`config.mk`:
```
export PLATFORM = sky130hd
export DESIGN_NAME = fixed_mul_seq
export DESIGN_NICKNAME = d
export VERILOG_FILES = /design/src/rtl/fixed_pkg.sv /design/src/rtl/fixed_saturate.sv /design/src/rtl/fixed_mul_seq.sv
export SDC_FILE = /design/constraint.sdc
export NUM_CORES = 1
export LEC_CHECK = 0
export BUFFER_PORTS_ARGS = -buffer_cell sky130_fd_sc_hd__buf_2
export CAP_MARGIN = 20
export CORE_ASPECT_RATIO = 1.4
export CORE_MARGIN = 5
export CORE_UTILIZATION = 55
export DETAILED_ROUTE_END_ITERATION = 16
export PLACE_DENSITY = 0.78
export SETUP_SLACK_MARGIN = 0.15
export SLEW_MARGIN = 20
export SYNTH_ARGS = -nofsm -noshare
export SYNTH_HDL_FRONTEND = slang
export SYNTH_HIERARCHICAL = 1
export SYNTH_SLANG_ARGS = --single-unit
export TNS_END_PERCENT = 10
```
`constraint.sdc`:
```
create_clock -name clk -period 9.64 [get_ports clk]
set_input_delay 0.964 -clock clk [delete_from_list [all_inputs] [get_ports clk]]
set_output_delay 0.964 -clock clk [all_outputs]
set_load 0.02 [all_outputs]
```
`src/rtl/fixed_pkg.sv`:
```
// Shared fixed-point definitions: multiplier FSM states, rounding modes and
// saturation limits for any two's-complement width up to FIX_LIM_W bits.
package fixed_pkg;

    typedef enum logic [1:0] {
        IDLE = 2'd0,
        CALC = 2'd1,
        NORM = 2'd2,
        DONE = 2'd3
    } state_t;

    localparam int RND_TRUNC     = 0;
    localparam int RND_HALF_AWAY = 1;

    // Limits are computed at this width and then narrowed by the caller.
    localparam int FIX_LIM_W = 128;

    // Largest positive value of a width-bit two's-complement number.
    function automatic logic signed [FIX_LIM_W-1:0] fixed_max(input int width);
        fixed_max = (FIX_LIM_W'(1) << (width - 1)) - FIX_LIM_W'(1);
    endfunction

    // Most negative value of a width-bit two's-complement number.
    function automatic logic signed [FIX_LIM_W-1:0] fixed_min(input int width);
        fixed_min = ~fixed_max(width);
    endfunction

endpackage

```
`src/rtl/fixed_saturate.sv`:
```
// Narrows a wide signed value to WIDTH bits. Flags overflow when the value
// does not fit, and either clamps to the nearest limit or keeps the low bits.
module fixed_saturate
    import fixed_pkg::*;
#(
    parameter int IN_W     = 51,
    parameter int WIDTH    = 24,
    parameter int SATURATE = 1
) (
    input  logic signed [IN_W-1:0]  value,
    output logic signed [WIDTH-1:0] result,
    output logic                    ovf
);

    localparam logic signed [FIX_LIM_W-1:0] MAX_V = fixed_max(WIDTH);
    localparam logic signed [FIX_LIM_W-1:0] MIN_V = fixed_min(WIDTH);

    // Sign bit of the narrowed value plus every bit above it.
    logic [IN_W-WIDTH:0] top_bits;

    // The value fits only when all bits from WIDTH-1 upward are copies of the sign.
    always_comb begin
        top_bits = value[IN_W-1:WIDTH-1];
        ovf      = !((&top_bits) || !(|top_bits));
        result   = value[WIDTH-1:0];
        if (ovf && (SATURATE != 0)) begin
            result = value[IN_W-1] ? MIN_V[WIDTH-1:0] : MAX_V[WIDTH-1:0];
        end
    end

endmodule

```
`src/rtl/fixed_mul_seq.sv`:
```
// Iterative signed fixed-point multiplier, one shift-add step per clock.
// Operands are converted to sign + magnitude on acceptance so the most
// negative value is exact; the sign is reapplied after rounding so rounding
// is symmetric (half away from zero) and there is no negative zero.
//
// Handshake: a transfer happens on a rising edge where valid and ready are
// both high. in_ready is high only in IDLE and never while rst is high;
// out_valid stays high with c/ovf frozen until out_ready is seen.
module fixed_mul_seq
    import fixed_pkg::*;
#(
    parameter int WIDTH    = 24,
    parameter int FRAC     = 12,
    parameter int ROUND    = RND_HALF_AWAY,
    parameter int SATURATE = 1
) (
    input  logic                    clk,
    input  logic                    rst,
    input  logic                    in_valid,
    output logic                    in_ready,
    input  logic signed [WIDTH-1:0] a,
    input  logic signed [WIDTH-1:0] b,
    output logic                    out_valid,
    input  logic                    out_ready,
    output logic signed [WIDTH-1:0] c,
    output logic                    ovf,
    output state_t                  dbg_state
);

    localparam int CNT_W = $clog2(WIDTH);
    localparam int MAG_W = WIDTH + 1;
    localparam int ACC_W = 2 * WIDTH + 2;
    localparam int RES_W = ACC_W + 1;

    localparam logic [CNT_W-1:0] CNT_LAST = CNT_W'(WIDTH - 1);
    localparam logic [ACC_W-1:0] RND_ADD  =
        (ROUND != RND_TRUNC) ? (ACC_W'(1) << (FRAC - 1)) : ACC_W'(0);

    state_t             state;
    logic [MAG_W-1:0]   abs_a;
    logic [MAG_W-1:0]   abs_b;
    logic               sign_q;
    logic [CNT_W-1:0]   cnt;
    logic [ACC_W-1:0]   acc;

    logic [MAG_W-1:0]   a_ext;
    logic [MAG_W-1:0]   b_ext;
    logic [MAG_W-1:0]   abs_a_in;
    logic [MAG_W-1:0]   abs_b_in;
    logic [ACC_W-1:0]   addend;
    logic [ACC_W-1:0]   acc_next;
    logic [ACC_W-1:0]   rounded;
    logic [ACC_W-1:0]   mag;
    logic [RES_W-1:0]   mag_ext;
    logic [RES_W-1:0]   res;
    logic [WIDTH-1:0]   sat_c;
    logic               sat_ovf;

    assign in_ready  = (state == IDLE) && !rst;
    assign dbg_state = state;

    // Magnitudes one bit wider than the operands so -2^(WIDTH-1) stays exact.
    assign a_ext    = {a[WIDTH-1], a};
    assign b_ext    = {b[WIDTH-1], b};
    assign abs_a_in = a[WIDTH-1] ? (~a_ext + MAG_W'(1)) : a_ext;
    assign abs_b_in = b[WIDTH-1] ? (~b_ext + MAG_W'(1)) : b_ext;

    // One partial product per cycle, selected by the current multiplier bit.
    assign addend   = ACC_W'(abs_a) << cnt;
    assign acc_next = abs_b[cnt] ? (acc + addend) : acc;

    // Round the magnitude, drop the fractional bits, then reapply the sign.
    assign rounded = acc + RND_ADD;
    assign mag     = rounded >> FRAC;
    assign mag_ext = {1'b0, mag};
    assign res     = sign_q ? (~mag_ext + RES_W'(1)) : mag_ext;

    fixed_saturate #(
        .IN_W     (RES_W),
        .WIDTH    (WIDTH),
        .SATURATE (SATURATE)
    ) u_sat (
        .value  (res),
        .result (sat_c),
        .ovf    (sat_ovf)
    );

    // Control FSM with the datapath registers and registered outputs.
    always_ff @(posedge clk) begin
        if (rst) begin
            state     <= IDLE;
            out_valid <= 1'b0;
            c         <= '0;
            ovf       <= 1'b0;
            abs_a     <= '0;
            abs_b     <= '0;
            sign_q    <= 1'b0;
            cnt       <= '0;
            acc       <= '0;
        end else begin
            case (state)
                IDLE: begin
                    if (in_valid) begin
                        abs_a  <= abs_a_in;
                        abs_b  <= abs_b_in;
                        sign_q <= a[WIDTH-1] ^ b[WIDTH-1];
                        cnt    <= '0;
                        acc    <= '0;
                        state  <= CALC;
                    end
                end
                CALC: begin
                    acc <= acc_next;
                    cnt <= cnt + CNT_W'(1);
                    if (cnt == CNT_LAST) begin
                        state <= NORM;
                    end
                end
                NORM: begin
                    c         <= sat_c;
                    ovf       <= sat_ovf;
                    out_valid <= 1'b1;
                    state     <= DONE;
                end
                DONE: begin
                    if (out_ready) begin
                        out_valid <= 1'b0;
                        state     <= IDLE;
                    end
                end
                default: state <= IDLE;
            endcase
        end
    end

endmodule

```
* After elaboration in Yosys (flattened, before gate mapping) *
Cells that the tools add are included.

word-level totals
  flip-flop bits (word level) = 134
  bits of input ports = 52
  output and inout port bits = 29
  logic and storage cells = 62

cells by class
  $add $sub $neg = 6
  order comparisons = 1
  equality and inequality tests = 8
  shift operators = 1
  multiplexer cells = 18
  bitwise operators = 4
  reduce and logical (&&, ||, !) cells = 15

operators with widths
  operator                number
  $mux 50                 2
  $pmux 50 s2             1
  $add 51x1->51 const B   1
  $mux 51                 1
  $not 38->51             1
  $add 25x1->25 const B   2
  $add 50x12->50 const B  1
  $add 50x50->50          1
  $mux 25                 2
  $not 25->25             2
  $shl 25x5->50           1
  $mux 24                 2
  $reduce_and 28->1       1
  $reduce_or 28->1        1
  $pmux 5 s2              1
  $ne 2x2->1 const B      4
  $pmux 2 s4              1
  $lt 5x6->1 const B      1
  $mux 2                  3
  $reduce_and 2->1        3
  $reduce_and 3->1        2
  $add 5x1->5 const B     1
  $bmux 1 s5              1
  $eq 5x5->1 const B      1
  11 further kinds        16

* Logic depth before layout (Yosys ltp) *
  depth in word-level cells = 8
  mapped depth = 21
  depth with buffers taken out = 18

* By module *
Netlist, hierarchy kept.

modules (own cells, without submodules)
  module          times used  cells an instance  area each (µm²)  sequential area each (µm²)
  fixed_mul_seq   1           1,588              12,310.6         2,682.6
  fixed_saturate  1           71                 493.0            0.0

* Least setup slack after synthesis *
No wires, ideal clock.

  kind = flip-flop to flip-flop
  start = register cnt[1]
  end = register acc[42]
  library setup time = 127 ps
  arrival = 4,339 ps
  required time = 9,513 ps
  slack = 5,174 ps
  stages on the path, launching flop included = 19
  path buffers = 4
  clock period less this slack = 4,466 ps
  cells stage by stage = dfxtp_1 buf_2 buf_1 buf_1 clkbuf_1 mux4_2 mux2i_1 o22a_1 nor2_1 ha_1 a21o_1 a31oi_1 o221ai_1 a21oi_1 a21oi_1 o211a_1 o21a_1 o2111a_1 or3_1

between the ends
  word-level cells in the longest chain between the ends = 4
  elaborated cells between the ends (all ways) = 8
  those cells by class = add/sub: 1; eq/ne: 1; shift: 1; mux: 4; reduce/logical: 1

RTL lines
  item                                                    line                                      RTL
  start: declaration                                      fixed_mul_seq.sv:43                       logic [CNT_W-1:0] cnt;
  start signal: assignment                                fixed_mul_seq.sv:114                      cnt <= cnt + CNT_W'(1);
  $shl 25x5->50 / $bmux 1 s5 (equally long branches)      fixed_mul_seq.sv:69, fixed_mul_seq.sv:70
  $add 50x50->50 / $mux 1 (equally long branches)         fixed_mul_seq.sv:70                       assign acc_next = abs_b[cnt] ? (acc + addend) : acc;
  $mux 50 / $ne 2x2->1 (equally long branches)            n/a
  $pmux 50 s2 / $reduce_and 3->1 (equally long branches)  n/a
  end signal: assignment                                  fixed_mul_seq.sv:113                      acc <= acc_next;
  end: declaration                                        fixed_mul_seq.sv:44                       logic [ACC_W-1:0] acc;

Parallel ways exist; a longest one is shown, timed or not. The select of a mux whose other input is x is not followed.
A chain may end at the register's enable or synchronous reset.

* Final worst setup path *
  start = register acc[12]
  end = register c[12]

between the ends
  word-level cells in the longest chain between the ends = 8
  elaborated cells between the ends (all ways) = 10
  those cells by class = add/sub: 2; mux: 3; bitwise: 1; reduce/logical: 4

RTL lines
  item                    line                  RTL
  $add 50x12->50 *        fixed_mul_seq.sv:73   assign rounded = acc + RND_ADD;
  $not 38->51 *           fixed_mul_seq.sv:76   assign res = sign_q ? (~mag_ext + RES_W'(1)) : mag_ext;
  $add 51x1->51 *         fixed_mul_seq.sv:76
  $mux 51 *               fixed_mul_seq.sv:76
  named net res[50]       fixed_mul_seq.sv:55   logic [RES_W-1:0] res;
  $reduce_or 28->1        fixed_saturate.sv:24  ovf = !((&top_bits) || !(|top_bits));
  $logic_not 1->1         fixed_saturate.sv:24
  $logic_or 1x1->1        fixed_saturate.sv:24
  $mux 24 *               fixed_saturate.sv:26  if (ovf && (SATURATE != 0)) begin
  named net sat_c[12]     fixed_mul_seq.sv:56   logic [WIDTH-1:0] sat_c;
  end signal: assignment  fixed_mul_seq.sv:120  c <= sat_c;
  end: declaration        fixed_mul_seq.sv:25   output logic signed [WIDTH-1:0] c,

The timed path passes the listed nets; every way through them passes the cells marked *.

==> run summary <==
Diode count - 0
Core area - 23100 um^2
Final total power - 2.60 mW
Crit path arrival time - 5.63 ns
Crit Path Class - flip-flop to flip-flop
IO Pins - 81
Vias in the first global route - 11400
Worst r2r src - acc[12]
Mapped Cells - 1659
Synth Flop Type - dfxtp_1
Hold path start - abs_b[8]
Routability Congestion - 0.982
Post-synth top area share - 21.0%
Post-synthesis cell type count - 86
Clock latency on the worst-skew pair - 0.43 ns
Fin crit share - 55.4%
Multi-input logic area - 9340 um^2
Port Buffers - 80
Reg2Reg Depth - 17
Setup crit start kind - flip-flop
Iteration-0 DRC Markers - 535
Routed len/inst - 16.2 um
Clock slew at the register clock pins of the worst setup and hold paths - 0.06 ns
WHS Endpoint - abs_b[8]
#FFs+latches synth - 134
CTS Root Cell - clkbuf_16
Max frequency - 0.187 GHz
H-Tree Depth - 4
Slew @ Worst Pin - 1.04 ns
Row count - 66
Final Skew - 0.0115 ns
Worst hold path type - flip-flop to flip-flop
Synth Cell Area - 12800 um^2
Main area contributors after synthesis - dfxtp_1, mux2i_1, ha_1
Max rail drop VDD - 0.000143 V
Net count, final - 1761
First-pass GRT wire length - 53300 um
TritonCTS sink count - 134
Synth area leader - dfxtp_1
Max_slew headroom - 30.7%
Initial antenna violation count - 0
Hold Path Stages - 2
Post-CTS Setup Bufs - 0
Clock network power share - 24.1%
Flop pwr share - 28.1%
Die X - 139 um
Hold_ws - 0.450 ns
Final Hold Fails - 0
TritonCTS clock tree - yes
# setup viols final - 0
Max_cap viols - 0
Status - finished clean
Initial Util - 55.4%
CTS Buf Count - 17
Setup WS post-layout - 4.30 ns
Antenna Nets Post-Route - 0
Pint - 1.52 mW
Max Transition Viols Final - 0
Vias - 11900
DIE AREA - 26500 um^2
Overflow after GRT - 0
Comb pwr share - 47.8%
Most common cell after layout, fill and taps aside - nor2_1
Net Switching - 1.08 mW
Reg-to-reg slack, setup - 4.30 ns
DRT Pass-1 Iters - 5
Data required, critical path - 9.93 ns
Final std cells w/o fill - 1968
Share of post-route cells with drive strength above 1 - 12.0%
Asr flop ratio synth - 0%
Post-cts resize count - 0
Post-synth EDFFs - 0
Max Root-Sink Buffers - 2
DRC - 0
Synth Area per Inst - 7.72 um^2
Sequential Area - 2690 um^2
WL final - 31900 um
Post-Syn Nets - 1770
Leakage - 5.52 nW
Die Span Y - 191 um
Worst Setup End Kind - flip-flop
Yosys warns - 6
Via density - 6.03
Switching part of the total power - 41.5%
Final min period - 5.34 ns
Post-DP HPWL - 24500 um
Largest net degree at the start of global routing - 64
Crit Path Max Fanout - 26
Setup TNS - 0 ns
Sequential cell area fraction in the yosys report - 21.0%
Gr usage total - 23.8%
Fill cells - 2153
Hold buffer count at CTS - 0
RSZ-0062 raised after global routing - no
Synthesis-to-layout area growth - 7.03%
Cells after DPL - 1937
Power per cell area - 190 nW/um^2
Commonest cells after routing, fill and taps aside - nor2_1, nand2_1, dfxtp_1, mux2i_1, o21ai_0
R2r endpoint - c[12]
Pre-CTS setup slack - 4.13 ns
## power groups by stage
stage	logic, mW	clock network (mW)	registers (mW)
finish	1.24	0.626	0.729
global route	1.36	0.659	0.747
CTS	1.24	0.637	0.730
detailed placement	1.24	0	0.742
global placement	1.22	0	0.736
floorplan	0.987	0	0.733
## worst max-delay path: stages, from the launching register on
cell	delay (ns)
dfxtp_1	0.58
ha_1	0.43
and4_2	0.36
nand4_4	0.25
nor3_2	0.47
nand4_1	0.17
xor2_1	0.19
nand2b_1	0.10
nand2b_1	0.12
nand2b_1	0.37
o21a_1	0.76
nand4_1	0.22
nor4_1	0.38
a2bb2oi_2	0.11
buf_4	0.26
mux2i_1	0.16
mux2i_1	0.20
nor2_1	0.06
## synth_stat cells (7+ instances only)
cell type,number
nor2_1,168
nand2_1,166
dfxtp_1,134
mux2i_1,84
o21ai_0,83
a21oi_1,80
xor2_1,80
xnor2_1,77
clkbuf_1,75
inv_1,61
ha_1,58
a211oi_1,45
nand3_1,35
a21o_1,34
nor3_1,33
nand4_1,30
o21a_1,25
a22oi_1,23
a31oi_1,22
mux4_2,21
or3_1,21
nand2b_1,17
o22ai_1,17
buf_2,16
nor4_1,16
and3_1,14
buf_1,14
mux2_2,14
o31ai_1,12
and2_1,11
and4_1,11
nor2b_1,11
nor3b_1,11
o21bai_1,11
or2_2,10
buf_6,8
a211o_1,7
o21ai_1,7
## worst max path at each step
stage | cells past startpoint | from | slack [ns] | to
floorplan | 18 | cnt[1] | 5.17 | acc[42]
global placement | 16 | cnt[2] | 4.25 | acc[47]
detailed placement | 16 | cnt[2] | 4.13 | acc[47]
CTS | 16 | cnt[2] | 4.17 | acc[47]
global route | 17 | acc[12] | 3.72 | c[12]
finish | 17 | acc[12] | 4.30 | c[12]
## state kept, by name, indices dropped and copies added (netlist names)
signal / flops
c: 24
sign_q: 1
abs_a: 25
ovf: 1
out_valid: 1
acc: 50
abs_b: 25
dbg_state: 2
cnt: 5
## per-stage QoR
step	area, um^2	util [%]
2_1_floorplan	12800	-
3_3_place_gp	13100	56.8
3_5_place_dp	13100	56.8
4_1_cts	13700	59.2
5_1_grt	13700	59.3
6_report	13700	59.3
## metal layers
layer / vias up / share of wire, % / global-route usage [%]
met2: 296 / 51 / 44.5
met1: 5471 / 41 / 26.8
met3: 97 / 4.2 / 2.86
met4: 0 / 4.0 / 11.1
li1: 6005 / - / -
met5: - / 0 / 0
## cell type report
| class | instances | share of cell area (%) |
|---|---|---|
| Clock buffer | 19 | 3.23 |
| Clock inverter | 12 | 0.886 |
| Inverter | 63 | 1.73 |
| Multi-Input combinational cell | 1343 | 68.2 |
| Sequential cell | 134 | 19.6 |
| Tap cell | 306 | 2.79 |
| Timing Repair Buffer | 91 | 3.57 |
## logic make-up (layout without fill, tap and decap cells)
logic type / Yosys count / count (layout) / synth area share [%]
simple gates: 589 / 589 / 23.2
compound gates: 419 / 419 / 21.6
buf+inv: 182 / 185 / 6.14
xor+xnor: 157 / 157 / 10.7
flops: 134 / 134 / 21.0
mux: 119 / 119 / 11.5
fa+ha+maj: 59 / 59 / 5.82
(Power assumes the default switching activity.)
